===== config.mk =====
export PLATFORM = sky130hd
export DESIGN_NAME = mem_backdoor_loader_flat
export DESIGN_NICKNAME = d
export VERILOG_FILES = /design/src/rtl/mem_loader_pkg.sv /design/src/rtl/mem_backdoor_loader_if.sv /design/src/rtl/mem_backdoor_loader.sv /design/src/flat_wrapper.sv
export SDC_FILE = /design/constraint.sdc
export NUM_CORES = 1
export LEC_CHECK = 0
export BUFFER_PORTS_ARGS = -buffer_cell sky130_fd_sc_hd__buf_2
export CAP_MARGIN = 20
export CORE_ASPECT_RATIO = 1.1
export CORE_UTILIZATION = 46
export DETAILED_ROUTE_END_ITERATION = 6
export HOLD_SLACK_MARGIN = 0.08
export PLACE_DENSITY = 0.73
export SLEW_MARGIN = 30
export SYNTH_ARGS = -nofsm -noshare
export SYNTH_HDL_FRONTEND = slang
export SYNTH_SLANG_ARGS = --single-unit

===== constraint.sdc =====
create_clock -name ACLK -period 2.6 [get_ports ACLK]
set_input_delay 0.39 -clock ACLK [delete_from_list [all_inputs] [get_ports ACLK]]
set_output_delay 0.39 -clock ACLK [all_outputs]
set_load 0.1 [all_outputs]

===== src/rtl/mem_loader_pkg.sv =====
// ---------------------------------------------------------------------------
// mem_loader_pkg
// Shared definitions for the backdoor memory loader:
//   state_e      - parser state encoding (address, length, data, done)
//   HDR_BYTES    - header length in bytes (base address + word count)
//   WORD_BYTES   - bytes per memory word
//   FIELD_BYTES  - bytes per 32-bit field (base, count or data word)
// ---------------------------------------------------------------------------
package mem_loader_pkg;

  typedef enum logic [1:0] {
    S_ADDR = 2'd0,
    S_LEN  = 2'd1,
    S_DATA = 2'd2,
    S_DONE = 2'd3
  } state_e;

  localparam int HDR_BYTES   = 8;
  localparam int WORD_BYTES  = 4;
  localparam int FIELD_BYTES = HDR_BYTES / 2;

endpackage


===== src/rtl/mem_backdoor_loader_if.sv =====
// ---------------------------------------------------------------------------
// mem_backdoor_loader_if
// Byte-stream handshake feeding the loader (UART receiver / debug host side).
//   s_valid - source has a byte
//   s_data  - the byte
//   s_ready - loader accepts the byte this cycle
// Modports: master = byte source, slave = loader.
// ---------------------------------------------------------------------------
interface mem_backdoor_loader_if;

  logic       s_valid;
  logic [7:0] s_data;
  logic       s_ready;

  modport master (
    output s_valid,
    output s_data,
    input  s_ready
  );

  modport slave (
    input  s_valid,
    input  s_data,
    output s_ready
  );

endinterface


===== src/rtl/mem_backdoor_loader.sv =====
// ---------------------------------------------------------------------------
// mem_backdoor_loader
// Parses a little-endian byte stream {base[31:0], count[31:0], data words}
// and writes each assembled 32-bit word to memory through the backdoor port,
// one single-cycle strobe per word at auto-incrementing word addresses.
//
// Ports:
//   ACLK, ARESETn   - clock, asynchronous active-low reset
//   s_if (slave)    - byte stream handshake (s_valid/s_data/s_ready)
//   load_abort      - synchronous abort back to header parsing
//   wr_mem_en       - backdoor write strobe (one cycle per word)
//   wr_mem_addr     - word-aligned byte address of the write
//   wr_mem_data     - word to write
//   load_busy       - load in progress (first header byte until load_done)
//   load_done       - one-cycle pulse when a load completes
//   load_err        - sticky misaligned-base flag
// ---------------------------------------------------------------------------
module mem_backdoor_loader
  import mem_loader_pkg::*;
#(
  parameter int DATA_WIDTH = 32,
  parameter int ADDR_WIDTH = 32
) (
  input  logic                  ACLK,
  input  logic                  ARESETn,
  mem_backdoor_loader_if.slave  s_if,
  input  logic                  load_abort,
  output logic                  wr_mem_en,
  output logic [ADDR_WIDTH-1:0] wr_mem_addr,
  output logic [DATA_WIDTH-1:0] wr_mem_data,
  output logic                  load_busy,
  output logic                  load_done,
  output logic                  load_err
);

  localparam logic [1:0] LAST_BYTE = 2'(FIELD_BYTES - 1);

  state_e                state_q, state_d;
  logic [1:0]            bcnt_q, bcnt_d;
  // Holds the three earlier bytes of the field being collected; the fourth
  // byte arrives on s_data, so a complete field is {s_data, shift_q}. The
  // same assembler serves base address, word count and data words.
  logic [23:0]           shift_q, shift_d;
  logic [ADDR_WIDTH-1:0] ptr_q, ptr_d;
  logic [31:0]           remaining_q, remaining_d;
  logic                  s_ready_q, s_ready_d;
  logic                  wr_en_q, wr_en_d;
  logic [ADDR_WIDTH-1:0] wr_addr_q, wr_addr_d;
  logic [DATA_WIDTH-1:0] wr_data_q, wr_data_d;
  logic                  busy_q, busy_d;
  logic                  done_q, done_d;
  logic                  err_q, err_d;

  logic                  accept;
  logic [31:0]           field;

  assign accept = s_if.s_valid & s_ready_q;
  assign field  = {s_if.s_data, shift_q};

  always_ff @(posedge ACLK or negedge ARESETn) begin
    if (!ARESETn) begin
      state_q     <= S_ADDR;
      bcnt_q      <= 2'd0;
      shift_q     <= '0;
      ptr_q       <= '0;
      remaining_q <= '0;
      s_ready_q   <= 1'b0;
      wr_en_q     <= 1'b0;
      wr_addr_q   <= '0;
      wr_data_q   <= '0;
      busy_q      <= 1'b0;
      done_q      <= 1'b0;
      err_q       <= 1'b0;
    end else begin
      state_q     <= state_d;
      bcnt_q      <= bcnt_d;
      shift_q     <= shift_d;
      ptr_q       <= ptr_d;
      remaining_q <= remaining_d;
      s_ready_q   <= s_ready_d;
      wr_en_q     <= wr_en_d;
      wr_addr_q   <= wr_addr_d;
      wr_data_q   <= wr_data_d;
      busy_q      <= busy_d;
      done_q      <= done_d;
      err_q       <= err_d;
    end
  end

  always_comb begin
    state_d     = state_q;
    bcnt_d      = bcnt_q;
    shift_d     = shift_q;
    ptr_d       = ptr_q;
    remaining_d = remaining_q;
    wr_en_d     = 1'b0;
    wr_addr_d   = wr_addr_q;
    wr_data_d   = wr_data_q;
    busy_d      = busy_q;
    done_d      = 1'b0;
    err_d       = err_q;

    if (load_abort) begin
      // Abort wins over any byte accepted this cycle: the partial field is
      // dropped and no write or done pulse is produced.
      state_d = S_ADDR;
      bcnt_d  = 2'd0;
      shift_d = '0;
      busy_d  = 1'b0;
    end else begin
      case (state_q)
        S_ADDR: begin
          if (accept) begin
            shift_d = field[31:8];
            bcnt_d  = bcnt_q + 2'd1;
            if (bcnt_q == 2'd0) begin
              busy_d = 1'b1;
              err_d  = 1'b0;
            end
            if (bcnt_q == LAST_BYTE) begin
              // A misaligned base is flagged but loading continues from the
              // word boundary below it.
              err_d   = (field[1:0] != 2'b00);
              ptr_d   = ADDR_WIDTH'(field) & ~ADDR_WIDTH'(WORD_BYTES - 1);
              state_d = S_LEN;
            end
          end
        end

        S_LEN: begin
          if (accept) begin
            shift_d = field[31:8];
            bcnt_d  = bcnt_q + 2'd1;
            if (bcnt_q == LAST_BYTE) begin
              remaining_d = field;
              state_d     = (field == 32'd0) ? S_DONE : S_DATA;
            end
          end
        end

        S_DATA: begin
          if (accept) begin
            shift_d = field[31:8];
            bcnt_d  = bcnt_q + 2'd1;
            if (bcnt_q == LAST_BYTE) begin
              wr_en_d     = 1'b1;
              wr_addr_d   = ptr_q;
              wr_data_d   = DATA_WIDTH'(field);
              ptr_d       = ptr_q + ADDR_WIDTH'(WORD_BYTES);
              remaining_d = remaining_q - 32'd1;
              if (remaining_q == 32'd1) begin
                state_d = S_DONE;
              end
            end
          end
        end

        S_DONE: begin
          // load_done is registered so it lands one cycle after the final
          // write strobe; busy drops on the same edge.
          state_d = S_ADDR;
          bcnt_d  = 2'd0;
          done_d  = 1'b1;
          busy_d  = 1'b0;
        end

        default: begin
          state_d = S_ADDR;
          bcnt_d  = 2'd0;
        end
      endcase
    end

    // Ready is registered from the next state so it is low exactly while
    // the parser sits in S_DONE (and while in reset).
    s_ready_d = (state_d != S_DONE);
  end

  assign s_if.s_ready = s_ready_q;
  assign wr_mem_en    = wr_en_q;
  assign wr_mem_addr  = wr_addr_q;
  assign wr_mem_data  = wr_data_q;
  assign load_busy    = busy_q;
  assign load_done    = done_q;
  assign load_err     = err_q;

endmodule


===== src/flat_wrapper.sv =====
// flat-port wrapper written by rule: the top's interface ports become plain ports
module mem_backdoor_loader_flat import mem_loader_pkg::*;
#(
  parameter int DATA_WIDTH = 32,
  parameter int ADDR_WIDTH = 32
)
  (ACLK, ARESETn, load_abort, wr_mem_en, wr_mem_addr, wr_mem_data, load_busy, load_done, load_err, s_if_s_valid, s_if_s_data, s_if_s_ready);
  mem_backdoor_loader_if s_if_i ();
  input  logic ACLK;
  input  logic ARESETn;
  input  logic load_abort;
  output logic wr_mem_en;
  output logic [ADDR_WIDTH-1:0] wr_mem_addr;
  output logic [DATA_WIDTH-1:0] wr_mem_data;
  output logic load_busy;
  output logic load_done;
  output logic load_err;
  input wire logic [$bits(s_if_i.s_valid)-1:0] s_if_s_valid;
  input wire logic [$bits(s_if_i.s_data)-1:0] s_if_s_data;
  output wire logic [$bits(s_if_i.s_ready)-1:0] s_if_s_ready;
  assign s_if_i.s_valid = s_if_s_valid;
  assign s_if_i.s_data = s_if_s_data;
  assign s_if_s_ready = s_if_i.s_ready;
  mem_backdoor_loader #(.DATA_WIDTH(DATA_WIDTH), .ADDR_WIDTH(ADDR_WIDTH)) u_core (.ACLK(ACLK), .ARESETn(ARESETn), .s_if(s_if_i), .load_abort(load_abort), .wr_mem_en(wr_mem_en), .wr_mem_addr(wr_mem_addr), .wr_mem_data(wr_mem_data), .load_busy(load_busy), .load_done(load_done), .load_err(load_err));
endmodule

==> summary by stage <==
Finish
The layout cell share with drive strength beyond 1 is 15.2%. The finished layout cell area is 9110 um2. After the last flow step, the layout net total stands at 993.

The non-filler instance count after layout is 1193. For this run, the share of the core covered by cells in the final layout is 55.6%. The area of the multi-input gates is 3520 um2. The antenna diode count is 0. The number of filler instances in the final layout is 1472. The total area of sequential cells is 3930 um2. Compared with the post-synthesis result, the final layout area differs by 18.0%.

Placed design
Timing analysis after detailed placement gives a worst setup slack of ~370 ps. After legalization and detailed placement, the total HPWL measured 14500 um. The count of input and output buffers is just under 80. The area after detailed placement is roughly 8400 um2. At the end of routability-driven placement, the weighted congestion stood at 0.909. After detailed placement, the design holds a cell count of 1160.

Run status
The flow ran to the end, but the final reports show violations. The final reports fail on design-rule violations.

Timing
The number of hold violations in the final report is 0. The total setup violations reported at the end of the flow is 0. The final count of pins violating max slew came to 0. Clock skew on the completed layout was measured at 7.24 ps. The fmax is ~440 MHz. Setup repair after global routing left no endpoint under its margin.

The final hold slack is ~240 ps. Measured against its own limit, the worst slew margin works out to 54.4%. The post-route minimum period is 2290 ps. The share of the cycle needed by the critical path after routing is 88.1%. The worst setup slack after layout is 310 ps. Setup total negative slack on the finished layout was measured at 0 ps. For the pin with the worst max-slew slack, the measured transition is 684 ps.

Floorplanning
The area of the die is 17300 um2. The number of placement rows is just under 50. The die is 138 um tall. 81 I/O pins were placed. The die is 126 um wide.

After floorplanning, the core was sized to cover 16400 um2. For this configuration, the core starts out at a cell density of 47.2%.

Clock network
TritonCTS built the clock tree. The clock drives 157 sinks. The number of buffers between clock root and the deepest sink is 2. The CTS H-tree depth is 4.

The number of gates resized after CTS is 0. The clock-pin transition on the worst setup and hold timing paths is roughly 60 ps. The cell at the root of the clock tree is sky130_fd_sc_hd__clkbuf_16. The TritonCTS buffer count is 17. The source-to-sink clock delay at the later pin of the worst-skew pair is 430 ps.

Routing
The first routing iteration left 656 violations. The DRC violation count after routing is 5. The pre-antenna-repair detailed-routing pass consisted of 7 iterations. The count of nets left with antenna violations after detail routing is 0. The total number of vias is 7064. The average routed wire per standard cell is 18.0 um.

After detailed routing, the number of vias per cell comes to between 5 and 6. Summed over all layers, the routed wires come to 21400 um.

Logic synthesis
After synthesis the cells add up to 7720 um2. The synthesized netlist devotes 27.1% of its cell area to simple gates. The synthesized netlist devotes less than 1% of its cell area to adder and majority cells. The number of standard cells after synthesis is 909. The post-synthesis area per instance is 8.49 um2. The count of state elements after synthesis is 157.

The post-synthesis mux area share is 0.924%. Yosys mapped a number of flops with a built-in enable equal to 0. Yosys printed 0 warnings. After synthesis, the largest family of logic cells by area is simple AND/OR/NAND/NOR gates.

For this run, the register share of the synthesized area comes to about half. In the synthesized netlist the dominant register cell turns out to be sky130_fd_sc_hd__dfrtp_1. After Yosys synthesis, XOR and XNOR cells account for 0.113% of the synthesized area. The complex-gate fraction of the synthesized area is 16.4%.

The number of library cell types mapped by synthesis is 66. After synthesis, the share of flip-flops with an asynchronous set or reset is 100%.

Setup path
The maximum fanout along the worst path is 6. The kind of critical path is register to register. STA classifies the critical path endpoint as a register.

On the worst path, the slowest cell contributes a delay of 570 ps. The data arrival time of the critical path is 2600 ps. The required time of the critical path is 2910 ps. The cell with the largest stage delay on the worst path is sky130_fd_sc_hd__nor4_1. The startpoint type of the worst setup path is a register. Walking the worst path, the cells encountered are ha_1, nand4_1, nor4_1, and2_1, a211oi_1, a311o_1.

Power
After layout, the design draws a total of roughly 6 mW. The worst-case IR drop observed on VDD is 0.000516 V. The total leakage power is 4.39 nW. Dividing total power by cell area gives a power density of approximately 670 nW/um2.

Global routing
Entering global routing, the biggest net connects 72 pins. The first global-routing pass estimated about 35000 um of wire. The global-route usage over all layers is between 20% and 30%. The total grt overflow is 0. The initial antenna violation count came to 0. The number of global-route vias before repair is 6705.

Run
Across the run, the number of max-cap violations was 0.

Worst hold path
The class of the tightest hold or removal check is primary input to register.
-- worst paths after layout --
path | start | slack (ps) | end | cells after the start
max | u_core.ptr_q[2] | 310 | u_core.ptr_q[22] | 6
min | s_if_s_data[5] | 240 | u_core.shift_q[21] | 3
max reg2reg | u_core.ptr_q[2] | 310 | u_core.ptr_q[22] | 6
min reg2reg | u_core.wr_mem_addr[14] | 470 | u_core.wr_mem_addr[14] | 2
max in group asynchronous | ARESETn | 1370 | u_core.wr_mem_addr[6] | 3
min in group asynchronous | ARESETn | 540 | u_core.wr_mem_en | 2
-- kinds of logic (layout without fill, tap and decap cells) --
| kind of cell | count (synthesis) | after routing |
|---|---|---|
| compound gates | 203 | 203 |
| xor+xnor | 1 | 1 |
| fa+ha+maj | 5 | 5 |
| buf+inv | 71 | 150 |
| mux | 7 | 7 |
| simple gates | 464 | 464 |
| flops | 157 | 157 |
| other cells | 1 | 2 |
-- synthesized netlist by cell type, drive strengths merged (4+ instances only) --
| cell | instances | area (um2) |
|---|---|---|
| and2 | 5 | 31.3 |
| ha | 5 | 62.6 |
| nand2 | 286 | 1070 |
| or4 | 5 | 45.0 |
| o22ai | 12 | 75.1 |
| clkbuf | 44 | 165 |
| o22a | 5 | 43.8 |
| or3 | 8 | 50.1 |
| a22oi | 5 | 37.5 |
| a21oi | 68 | 340 |
| nor4 | 22 | 144 |
| o211ai | 7 | 52.6 |
| nand3 | 29 | 145 |
| dfrtp | 157 | 3930 |
| buf | 16 | 83.8 |
| inv | 11 | 41.3 |
| o21a | 4 | 30.0 |
| nor3 | 22 | 115 |
| nor3b | 5 | 37.5 |
| o21ai | 50 | 250 |
| o311ai | 6 | 52.6 |
| mux2i | 6 | 60.1 |
| a31oi | 6 | 37.5 |
| nand4 | 14 | 87.6 |
| a211oi | 12 | 90.1 |
| nor2 | 37 | 139 |
| and4 | 5 | 43.8 |
| and3 | 13 | 81.3 |
-- worst max-delay path: cells and delay by family, from the launching register on --
| family | cells | cell delay, ps |
|---|---|---|
| simple gates | 3 | 1110 |
| compound gates | 2 | 360 |
| flops | 1 | 440 |
| fa+ha+maj | 1 | 260 |
-- flip-flops by register name (all words and copies together), names as in the netlist --
name                 count
u_core.remaining_q      32
u_core.wr_mem_addr      30
u_core.load_err          1
u_core.s_if.s_ready      1
u_core.load_done         1
u_core.ptr_q            30
u_core.wr_mem_en         1
u_core.state_q           2
u_core.load_busy         1
u_core.wr_mem_data      32
u_core.shift_q          24
u_core.bcnt_q            2
-- power breakdown --
| group | switching [mW] | internal [mW] |
|---|---|---|
| clock | 1.03 | 1.83 |
| combinational | 0.241 | 0.159 |
| sequential | 0.231 | 2.58 |
-- layer usage --
layer  GRT usage (%)  routed length, um  vias up
met1            34.6               9600     3434
met3            4.78               1280       40
met4            9.55                388        0
met2            43.5              10200      250
li1                -                  -     3340
met5               0                  0        -
-- layout by cell type, fill, tap and decap left out, types with 21 or more instances in the layout --
master / instances
sky130_fd_sc_hd__o21ai_0: 49
sky130_fd_sc_hd__dfrtp_1: 157
sky130_fd_sc_hd__nor3_1: 21
sky130_fd_sc_hd__nor4_1: 21
sky130_fd_sc_hd__buf_4: 23
sky130_fd_sc_hd__nand3_1: 29
sky130_fd_sc_hd__buf_2: 77
sky130_fd_sc_hd__nand2_1: 285
sky130_fd_sc_hd__a21oi_1: 68
sky130_fd_sc_hd__nor2_1: 36
-- area by class of cell --
type	count	area share (%)
timing repair buffer	107	7.46
tap	204	2.80
inverter	11	0.453
multi-input combinational	682	38.7
sequential	157	43.1
clock inverter	13	2.60
clock buffer	19	4.86
-- repair_timing --
item                                   4_1_cts  5_1_grt
hold buffers                                 1        0
buffers inserted                             0        0
endpoints found under the hold margin       69        0
Note: power is estimated with default switching activity, not from simulation.
